<file path="src/rtl/gb_instr_driver.sv">
// Program-buffer sequencer that plays {instruction, data} beats into the gbprocessor and
// snapshots its register probe after each beat. Define GB_DRIVER_LOOP_EN to add loop_i.
module gb_instr_driver #(
    parameter int DEPTH = 16,
    parameter int AW    = 4
) (
    input  logic          clock_i,
    input  logic          reset_i,
    input  logic          prog_we_i,
    input  logic [AW-1:0] prog_addr_i,
    input  logic [7:0]    prog_instr_i,
    input  logic [7:0]    prog_data_i,
    input  logic          start_i,
    input  logic [AW:0]   length_i,
    input  logic          pause_i,
`ifdef GB_DRIVER_LOOP_EN
    input  logic          loop_i,
`endif
    input  logic [63:0]   probe_i,
    output logic [7:0]    instruction_o,
    output logic [7:0]    data_o,
    output logic          valid_o,
    output logic          busy_o,
    output logic          done_o,
    output logic [AW:0]   issue_count_o,
    output logic [63:0]   probe_snapshot_o
);

    typedef enum logic [1:0] {IDLE, RUN, DRAIN, FIN} state_t;

    localparam logic [AW:0] DEPTH_L = DEPTH[AW:0];

    logic [15:0]  prog_mem_q [DEPTH];

    state_t       state_q, state_d;
    logic [AW-1:0] ptr_q, ptr_d;
    logic [AW:0]  len_q, len_d;
    logic [7:0]   instr_q, instr_d;
    logic [7:0]   data_q, data_d;
    logic         valid_q, valid_d;
    logic         valid_dly_q;
    logic         busy_q, busy_d;
    logic         done_q, done_d;
    logic [AW:0]  count_q, count_d;
    logic         drain_q, drain_d;
    logic [63:0]  snap_q;

    logic [AW:0]  len_clamped;
    logic         last_beat;

    assign len_clamped = (length_i > DEPTH_L) ? DEPTH_L : length_i;
    assign last_beat   = ({1'b0, ptr_q} == (len_q - 1'b1));

    // Buffer is not reset; writes only land while idle.
    always_ff @(posedge clock_i) begin
        if (prog_we_i && state_q == IDLE) begin
            prog_mem_q[prog_addr_i] <= {prog_instr_i, prog_data_i};
        end
    end

    always_comb begin
        state_d = state_q;
        ptr_d   = ptr_q;
        len_d   = len_q;
        instr_d = instr_q;
        data_d  = data_q;
        valid_d = 1'b0;
        busy_d  = busy_q;
        done_d  = 1'b0;
        count_d = count_q;
        drain_d = drain_q;
        case (state_q)
            IDLE: begin
                if (start_i) begin
                    len_d   = len_clamped;
                    ptr_d   = '0;
                    count_d = '0;
                    if (len_clamped != '0) begin
                        state_d = RUN;
                        busy_d  = 1'b1;
                    end else begin
                        state_d = FIN;
                    end
                end
            end
            RUN: begin
                if (!pause_i) begin
                    instr_d = prog_mem_q[ptr_q][15:8];
                    data_d  = prog_mem_q[ptr_q][7:0];
                    valid_d = 1'b1;
                    if (count_q != '1) begin
                        count_d = count_q + 1'b1;
                    end
                    if (last_beat) begin
`ifdef GB_DRIVER_LOOP_EN
                        if (loop_i) begin
                            ptr_d = '0;
                        end else begin
                            state_d = DRAIN;
                            drain_d = 1'b0;
                        end
`else
                        state_d = DRAIN;
                        drain_d = 1'b0;
`endif
                    end else begin
                        ptr_d = ptr_q + 1'b1;
                    end
                end
            end
            DRAIN: begin
                // Two quiet cycles let the last beat's snapshot land before done.
                drain_d = 1'b1;
                if (drain_q) begin
                    state_d = FIN;
                end
            end
            FIN: begin
                done_d  = 1'b1;
                busy_d  = 1'b0;
                state_d = IDLE;
            end
            default: state_d = IDLE;
        endcase
    end

    always_ff @(posedge clock_i or negedge reset_i) begin
        if (!reset_i) begin
            state_q     <= IDLE;
            ptr_q       <= '0;
            len_q       <= '0;
            instr_q     <= 8'h00;
            data_q      <= 8'h00;
            valid_q     <= 1'b0;
            valid_dly_q <= 1'b0;
            busy_q      <= 1'b0;
            done_q      <= 1'b0;
            count_q     <= '0;
            drain_q     <= 1'b0;
            snap_q      <= 64'h0;
        end else begin
            state_q     <= state_d;
            ptr_q       <= ptr_d;
            len_q       <= len_d;
            instr_q     <= instr_d;
            data_q      <= data_d;
            valid_q     <= valid_d;
            valid_dly_q <= valid_q;
            busy_q      <= busy_d;
            done_q      <= done_d;
            count_q     <= count_d;
            drain_q     <= drain_d;
            if (valid_dly_q) begin
                snap_q <= probe_i;
            end
        end
    end

    assign instruction_o    = instr_q;
    assign data_o           = data_q;
    assign valid_o          = valid_q;
    assign busy_o           = busy_q;
    assign done_o           = done_q;
    assign issue_count_o    = count_q;
    assign probe_snapshot_o = snap_q;

endmodule

</file>
<file path="config.mk">
export PLATFORM = sky130hd
export DESIGN_NAME = gb_instr_driver
export DESIGN_NICKNAME = d
export VERILOG_FILES = /design/src/rtl/gb_instr_driver.sv
export SDC_FILE = /design/constraint.sdc
export NUM_CORES = 1
export LEC_CHECK = 0
export CORE_UTILIZATION = 59
export DETAILED_ROUTE_END_ITERATION = 7
export HOLD_SLACK_MARGIN = 0.15
export PLACE_DENSITY = 0.94
export SYNTH_ARGS = -nofsm -noshare
export SYNTH_HDL_FRONTEND = slang
export SYNTH_SLANG_ARGS = --single-unit
</file>
<file path="constraint.sdc">
create_clock -name clock_i -period 6.3 [get_ports clock_i]
set_input_delay 0.63 -clock clock_i [delete_from_list [all_inputs] [get_ports clock_i]]
set_output_delay 0.63 -clock clock_i [all_outputs]
set_load 0.01 [all_outputs]
</file>
==> results.md, run 1 <==
* Status: finished clean
* Routability cong. at 0.800
* Number of remaining DRC errors at 0
* Die H at 157 um
* Total grt overflow at 0
* Setup Fix Bufs, Post-CTS at 0
* Hold_buf cts at 1
* Library cells used by synthesis at 43
* Antenna-violating nets left at 0
* Main combinational cell family by area after synthesis: multiplexers
* FF+latch count, synth at 357
* Worst Path Buf+Inv at 1
* Root Buffer: clkbuf_16
* Setup CP Type: flip-flop to flip-flop
* Pwr dens at 418 mW/mm^2
* Post-Syn Instances at 717
* Seq/Total Area, Yosys at 72.3%
* CP delay by family, top: multiplexers
* Finish-stage setup viols at 0
* Kind of end point of the critical path: flip-flop
* First-pass GRT wire length at 50000 um
* Final instance area at 0.0173 sq mm
* Syn nets at 820
* Clk_lat worst skew at 0.53 ns
* Maxcap violations at 0
* Synth cell count leaders: edfxtp_1, dfrtp_1, mux2_2
* Yosys warnings at 0
* Clock sinks at 357
* FMAX at 326 MHz
* Setup tns final at 0 ns
* CTS Buf Count at 35
* Tot Pwr at 7.26 mW
* Placement Cell Area at 0.0162 sq mm
* Vias in the first global route at 8078
* HP Class: flip-flop to flip-flop
* Critical Path Start Type: flip-flop
* WL/cell at 27.4 um
* Worst slew margin at 27.8%
* CTS tree: done
* Worst slew pin tran at 1.08 ns
* Area fraction in compound gates after synthesis at 2.14%
* Slowest stage cell, crit path: dfrtp_4
* Fraction of the mapped netlist area in adder cells at 0.797%
* Synth-to-layout area growth at 22.8%
* Dominant cell type by area after synthesis: edfxtp_1
* Die Area at 0.0246 sq mm
* Critical path, cell by cell: buf_4 > mux4_1 > mux2_2 > a221o_1
* Final wirelength at 34900 um
* Syn avg cell area at 19.7 sq um
* Share of cells above drive strength 1 at 21.7%
* Maximum clock path buffer count at 3
* DIE WIDTH at 157 um
* Arrival time worst endpoint at 3.46 ns
* CP peak stage delay at 0.92 ns
* Synth async-reset ratio at 28.3%
* Area contributors post-synth: edfxtp_1, dfrtp_1, mux2_2
* Initial DRC Count at 823
* Crit path required time at 6.70 ns
* Starting Density at 60.2%
* Post-synth EDFFs at 256
* Post_cts resized at 0
* Vias per cell at 6.20
* Ys flop type: edfxtp_1
* Synthesized cell area at 0.0141 sq mm
* GRT Util Overall at 28.8%
* Xor and xnor area share after synthesis at 0.434%
* I/O pin cnt at 182
* Hold WS at 0.385 ns
* Hpwl dp at 20700 um
* Most frequent cell after synthesis: edfxtp_1
* Final Skew at 0.0166 ns
* H-tree Lvls at 2
* Largest net degree at the start of global routing at 69
* Antenna violations before repair at 4
* First-pass DRT Iterations at 5
* Mux cell area share after synthesis at 18.8%
* Vias at 7876
* Final min period at 3.07 ns
* RSZ-0062 raised after global routing: no
* Max VDD drop at 335 uV
* Period utilisation layout at 48.7%
* FP Rows at 56
* Leakage power at 6.04 nW
* Slew Viols, Final at 0
* CTS clk-pin slew, worst paths at 0.06 ns
* Largest fanout on the critical path at 40
* Final #Nets at 1025
* Port bufs at 181
* Core area at 0.0235 sq mm
* Post-Synth Simple-Gate Area at 3.27%
* Count of final hold-check violations at 0
* Share of the synthesized area in the top cell type at 54.4%
placed cells by master (no fill, tap or decap), types with 6 or more instances in the layout:
master	instances
mux2_2	82
mux2i_1	19
a221o_1	16
nor3_1	19
mux4_1	25
nor2_1	26
inv_1	8
ha_1	9
o21ai_0	12
edfxtp_1	256
clkdlybuf4s50_1	180
buf_4	24
mux4_2	39
clkbuf_1	10
nand2b_1	7
clkbuf_16	36
nand2_1	22
dfrtp_1	98
clkinv_2	6
report_power, final:
part           total, mW  leakage (nW)  switching (mW)  internal (mW)
logic               2.13          1.98           0.932           1.20
clock network       1.98         0.537           0.861           1.12
registers           3.15          3.52           0.284           2.86
total               7.26          6.04            2.08           5.18
routing by layer:
metal,wire length (um),up-vias,share of wire [%],track usage [%]
met1,12400,3997,36,34.9
li1,-,3287,-,-
met4,1360,0,3.9,14.6
met3,3150,77,9.0,5.59
met2,18000,515,52,49.5
met5,0,-,0,0
flip-flops by register name (all words and copies together), names as in the netlist:
signal / cells
busy_o: 1
data_o: 8
done_o: 1
drain_q: 1
instruction_o: 8
issue_count_o: 5
len_q: 5
probe_snapshot_o: 64
prog_mem_q: 256
ptr_q: 4
state_q: 2
valid_dly_q: 1
valid_o: 1
per-stage QoR:
stage / instances / setup WS (ns) / util [%]
after floorplan: 717 / 3.57 / -
after global placement: 1203 / 3.45 / 69.2
after detailed placement: 1203 / 3.32 / 69.2
after CTS: 1267 / 3.24 / 73.8
after global routing: 1271 / 3.15 / 73.9
final: 1271 / 3.23 / 73.9
final cells by class:
type	count	area (sq um)
antenna	4	10.0
clock buffer	52	1010
clock inverter	11	73.8
fill	1290	6120
inverter	8	30.0
multi-input combinational	315	3610
sequential	357	10200
tap	319	399
timing repair buffer	205	1990
final timing paths:
kind / cells past startpoint / slack [ns] / to / from
max: 4 / 3.23 / data_o[5]$_DFFE_PN0P_ / ptr_q[0]$_DFFE_PN0P_
min: 0 / 0.38 / valid_dly_q$_DFF_PN0_ / valid_o$_DFF_PN0_
max reg2reg: 4 / 3.23 / data_o[5]$_DFFE_PN0P_ / ptr_q[0]$_DFFE_PN0P_
min reg2reg: 0 / 0.38 / valid_dly_q$_DFF_PN0_ / valid_o$_DFF_PN0_
max in group asynchronous: 3 / 4.37 / ptr_q[0]$_DFFE_PN0P_ / reset_i
min in group asynchronous: 2 / 0.63 / instruction_o[6]$_DFFE_PN0P_ / reset_i
logic make-up after synthesis:
| logic type | after synthesis |
|---|---|
| flops | 357 |
| mux | 165 |
| simple gates | 95 |
| buf+inv | 45 |
| compound gates | 39 |
| fa+ha+maj | 9 |
| xor+xnor | 7 |
Power figures use the tool's default switching activity.
==> inputs of run 2 (changes only) <==
- CORE_UTILIZATION: 59 -> 50
- PLACE_DENSITY: 0.94 -> 0.86
- clock period: 6.3 -> 2.8 ns (I/O delays scaled with it)
==> run 2 against run 1 <==
Effect of this change:
- sequential cell count is the same
- clock power grew to 2.6 times the previous value
- via count shrank 2.5%
- sequential power grew 120%
- critical endpoint is now instruction_o[4]$_DFFE_PN0P_
- highest routed layer unchanged
==> results.md, run 2 (synthesis results as in run 1) <==
* Internal at 12.4 mW
* Max reg flops at 256
* Vias per cell at 5.73
* Post_cts resized at 0
* Maximum clock path buffer count at 3
* DIE WIDTH at 170 um
* First-pass GRT wire length at 48100 um
* HP Class: primary input to flip-flop
* Pwr dens at 959 mW/mm^2
* WL/cell at 23.9 um
* Setup CP Type: flip-flop to flip-flop
* Number of remaining DRC errors at 0
* Synth-to-layout area growth at 25.8%
* Worst slew pin tran at 0.775 ns
* Finish-stage setup viols at 0
* Comb power frac at 28.1%
* Antenna violations before repair at 2
* Root Buffer: clkbuf_16
* GRT Util Overall at 22.7%
* Antenna-violating nets left at 0
* Final min period at 2.37 ns
* Starting Density at 50.8%
* Slew Viols, Final at 0
* Hold depth at 3
* Net Switching at 4.59 mW
* Period utilisation layout at 84.5%
* FMAX at 422 MHz
* CTS Buf Count at 37
* Die Area at 0.0289 sq mm
* First-pass DRT Iterations at 6
* Final wirelength at 32100 um
* Clock network power share at 30.8%
* Clock sinks at 357
* Leakage power at 6.20 nW
* Hold_buf cts at 1
* Worst slew margin at 48.3%
* CTS tree: done
* Fillers at 1864
* CTS clk-pin slew, worst paths at 0.06 ns
* Core area at 0.0278 sq mm
* Net Sw Frac at 27.0%
* Vias at 7680
* Port bufs at 181
* Commonest non-fill, non-tap cell in the layout: edfxtp_1
* FP Rows at 61
* Final Skew at 0.0239 ns
* Maxcap violations at 0
* Setup tns final at 0 ns
* Setup Fix Bufs, Post-CTS at 0
* RSZ-0062 raised after global routing: no
* Die H at 170 um
* Crit path required time at 3.20 ns
* Critical Path Start Type: flip-flop
* Most frequent cells in the layout: edfxtp_1, clkdlybuf4s50_1, dfrtp_1, mux2_2
* Routability cong. at 0.759
* Hold WS at 0.362 ns
* R2R depth at 4
* Clk_lat worst skew at 0.53 ns
* Vias in the first global route at 8027
* Top reg by flops: prog_mem_q
* Share of cells above drive strength 1 at 23.0%
* Total grt overflow at 0
* H-tree Lvls at 2
* Count of final hold-check violations at 0
* Hpwl dp at 18900 um
* Kind of end point of the critical path: flip-flop
* Largest net degree at the start of global routing at 57
* Largest fanout on the critical path at 25
* Max VDD drop at 629 uV
* Arrival time worst endpoint at 2.77 ns
* Final #Nets at 1035
* I/O pin cnt at 182
* Initial DRC Count at 665
* Sequential Power Share at 41.2%
* Status: finished clean
-- run 2: power by group through the flow --
stage | clock network, mW | registers (mW) | logic [mW]
after floorplan | 0 | 7.19 | 2.61
after global placement | 0 | 7.07 | 4.65
after detailed placement | 0 | 7.11 | 4.79
after CTS | 5.33 | 7.02 | 4.83
after global routing | 5.54 | 7.10 | 5.13
final | 5.24 | 7.01 | 4.78
-- run 2: cell type report --
cell class                 instances  area [sq um]  share of cell area (%)
sequential                       357         10200                    57.6
multi-input combinational        315          3610                    20.3
clock inverter                    17           268                    1.51
clock buffer                      51          1050                    5.94
tap                              378           473                    2.66
inverter                           8          30.0                   0.169
timing repair buffer             213          2100                    11.8
antenna                            2          5.00                  0.0282
-- run 2: routing by layer --
layer | vias up | track usage (%) | share of wire (%)
li1 | 3327 | - | -
met1 | 3891 | 27.9 | 38
met2 | 397 | 38.7 | 50
met3 | 65 | 5.67 | 9.0
met4 | 0 | 8.77 | 2.6
met5 | - | 0 | 0
-- run 2: worst paths after layout --
check	slack, ns	end	start
worst max-delay path	0.43	instruction_o[4]$_DFFE_PN0P_	ptr_q[0]$_DFFE_PN0P_
worst min-delay path	0.36	len_q[1]$_DFFE_PN0P_	length_i[1]
worst max register to register	0.43	instruction_o[4]$_DFFE_PN0P_	ptr_q[0]$_DFFE_PN0P_
worst min register to register	0.40	valid_dly_q$_DFF_PN0_	valid_o$_DFF_PN0_
max in group asynchronous	1.46	probe_snapshot_o[32]$_DFFE_PN0P_	reset_i
min in group asynchronous	0.38	probe_snapshot_o[43]$_DFFE_PN0P_	reset_i
-- run 2: worst max-delay path: stages, from the launching register on --
cell	delay, ns
dfrtp_4	0.72
buf_12	0.27
mux4_1	0.59
mux2_2	0.29
a221o_1	0.33
-- run 2: stage by stage --
step,worst slack [ns],instance area (sq um),power [mW],util [%],cells
floorplan,0.0676,14100,9.80,-,717
global placement,0.550,16400,11.7,59.1,1270
detailed placement,0.470,16400,11.9,59.1,1270
CTS,0.435,17800,17.2,63.9,1339
global route,0.334,17800,17.8,63.9,1341
finish,0.433,17800,17.0,63.9,1341
==> inputs of run 3 (changes only) <==
- clock period: 2.8 -> 2 ns (I/O delays scaled with it)
==> run 3 against run 2 <==
Effect of this change:
- sequential power rose by 39%
- the flow now finishes with violations (setup timing)
- clock power rose by 30%
- largest cell class unchanged
- critical path depth rose by 3
- critical path type unchanged
==> results.md, run 3 (synthesis results as in run 1) <==
* Maxcap violations at 0
* Reg2reg start: ptr_q[0]$_DFFE_PN0P_
* Arrival time worst endpoint at 2.45 ns
* Vias per cell at 5.83
* Maximum clock path buffer count at 3
* Number of remaining DRC errors at 0
* Most frequent cells in the layout: edfxtp_1, clkdlybuf4s50_1, dfrtp_1, mux2_2, mux4_2
* Hpwl dp at 19600 um
* Worst slew margin at 62.4%
* Levels on crit path at 7
* RSZ-0062 raised after global routing: yes
* Slew Viols, Final at 0
* Antenna-violating nets left at 0
* WL/cell at 25.0 um
* R2R depth at 7
* Routability cong. at 0.769
* Final min period at 2.06 ns
* I/O pin cnt at 182
* Setup crit end: data_o[0]$_DFFE_PN0P_
* Share of cells above drive strength 1 at 27.9%
* First-pass GRT wire length at 48000 um
* Setup CP Type: flip-flop to flip-flop
* Net Switching at 6.60 mW
* HP Class: primary input to async pin
* Vias at 7964
* Slowest stage cell, crit path: dfrtp_4
* Largest net degree at the start of global routing at 49
* PnR worst setup slack at -0.0600 ns
* Kind of end point of the critical path: flip-flop
* Commonest non-fill, non-tap cell in the layout: edfxtp_1
* Critical path, cell by cell: buf_12 > buf_16 > buf_6 > mux4_2 > mux2i_2 > nor3_2 > a221o_1
* Clk_lat worst skew at 0.52 ns
* CTS clk-pin slew, worst paths at 0.07 ns
* H-tree Lvls at 2
* Worst slew pin tran at 0.562 ns
* Sequential Power Share at 40.5%
* Vias in the first global route at 8185
* Comb power frac at 31.3%
* Failing checks: setup timing
* Starting Density at 50.8%
* Die H at 170 um
* Leakage power at 6.38 nW
* Crit path required time at 2.39 ns
* Final Skew at 0.0262 ns
* Die Area at 0.0289 sq mm
* Setup tns final at -0.299 ns
* CP delay by family, top: multiplexers
* Total grt overflow at 0
* Antenna violations before repair at 1
* Top reg by flops: prog_mem_q
* Reg-to-Reg End: data_o[0]$_DFFE_PN0P_
* Max reg flops at 256
* Max VDD drop at 954 uV
* Core area at 0.0278 sq mm
* Largest fanout on the critical path at 7
* Final #Nets at 1064
* Internal at 17.5 mW
* Internal reg-to-reg setup slack at -0.06 ns
* Antenna cells at 0
* Root Buffer: clkbuf_16
* CTS tree: done
* Count of final hold-check violations at 0
* DIE WIDTH at 170 um
* GRT Util Overall at 22.8%
* CP peak stage delay at 0.51 ns
* Period utilisation layout at 103%
* Port bufs at 181
* Finish-stage setup viols at 11
* First-pass DRT Iterations at 5
* Status: finished, violations left
* FMAX at 485 MHz
* Hold WS at 0.229 ns
* Critical Path Source: ptr_q[0]$_DFFE_PN0P_
* Fillers at 1812
* Final wirelength at 34200 um
* CTS Buf Count at 36
* Net Sw Frac at 27.4%
* Critical Path Start Type: flip-flop
* FP Rows at 61
* Synth-to-layout area growth at 29.6%
* Pwr dens at 1320 mW/mm^2
* Initial DRC Count at 712
* Area of the multi-input gates at 0.00366 sq mm
* Clock sinks at 357
* Worst Path Buf+Inv at 3
* Register area at 0.0102 sq mm
* Clock network power share at 28.2%
run 3: repair_timing:
| item | CTS | global route |
|---|---|---|
| gates resized for setup | 5 | 23 |
| buffers inserted | 0 | 11 |
| gates cloned | 0 | 7 |
| hold buffers | 1 | 0 |
| setup endpoints to repair | 7 | 75 |
| endpoints found under the hold margin | 52 | 0 |
| pin swaps | 0 | 9 |
run 3: layout make-up:
cell class / instances / area share, %
clock buffer: 50 / 5.72
tap: 378 / 2.58
clock inverter: 16 / 0.909
multi-input combinational: 315 / 20.0
sequential: 357 / 55.8
timing repair buffer: 243 / 14.8
inverter: 8 / 0.164
run 3: layer usage:
layer / routed length, um / up-vias / track usage, %
met4: 1250 / 2 / 8.81
li1: - / 3372 / -
met1: 12900 / 4037 / 27.4
met5: 17 / - / 0
met2: 17200 / 456 / 40.0
met3: 2780 / 97 / 4.93
run 3: how the worst min path moves through the flow:
stage               startpoint                          endpoint  slack [ns]  depth (start not counted)
global route           reset_i  probe_snapshot_o[51]$_DFFE_PN0P_        0.29                          2
finish                 reset_i  probe_snapshot_o[51]$_DFFE_PN0P_        0.23                          2
detailed placement     reset_i  probe_snapshot_o[51]$_DFFE_PN0P_        0.23                          1
global placement       reset_i  probe_snapshot_o[51]$_DFFE_PN0P_        0.23                          1
floorplan              reset_i                busy_o$_DFFE_PN0P_        -0.1                          0
CTS                    reset_i  probe_snapshot_o[51]$_DFFE_PN0P_        0.23                          2
run 3: stage by stage:
step | utilization [%] | std cells | cell area (sq um) | setup slack [ns] | total power, mW
finish | 65.9 | 1367 | 18300 | -0.0600 | 24.1
global route | 65.9 | 1367 | 18300 | -0.105 | 25.1
CTS | 64.9 | 1349 | 18000 | -0.0351 | 23.7
detailed placement | 60.5 | 1282 | 16800 | -0.0229 | 16.9
global placement | 60.5 | 1282 | 16800 | 0.0506 | 16.7
floorplan | - | 717 | 14200 | -0.210 | 13.8
run 3: power groups by stage:
stage                     Combinational, mW  Sequential, mW  Clock [mW]
after floorplan                        3.71            10.1           0
after global placement                 6.81            9.86           0
after detailed placement               7.00            9.90           0
after CTS                              7.08            9.78        6.89
after global routing                   8.07            9.87        7.21
final                                  7.54            9.77        6.80
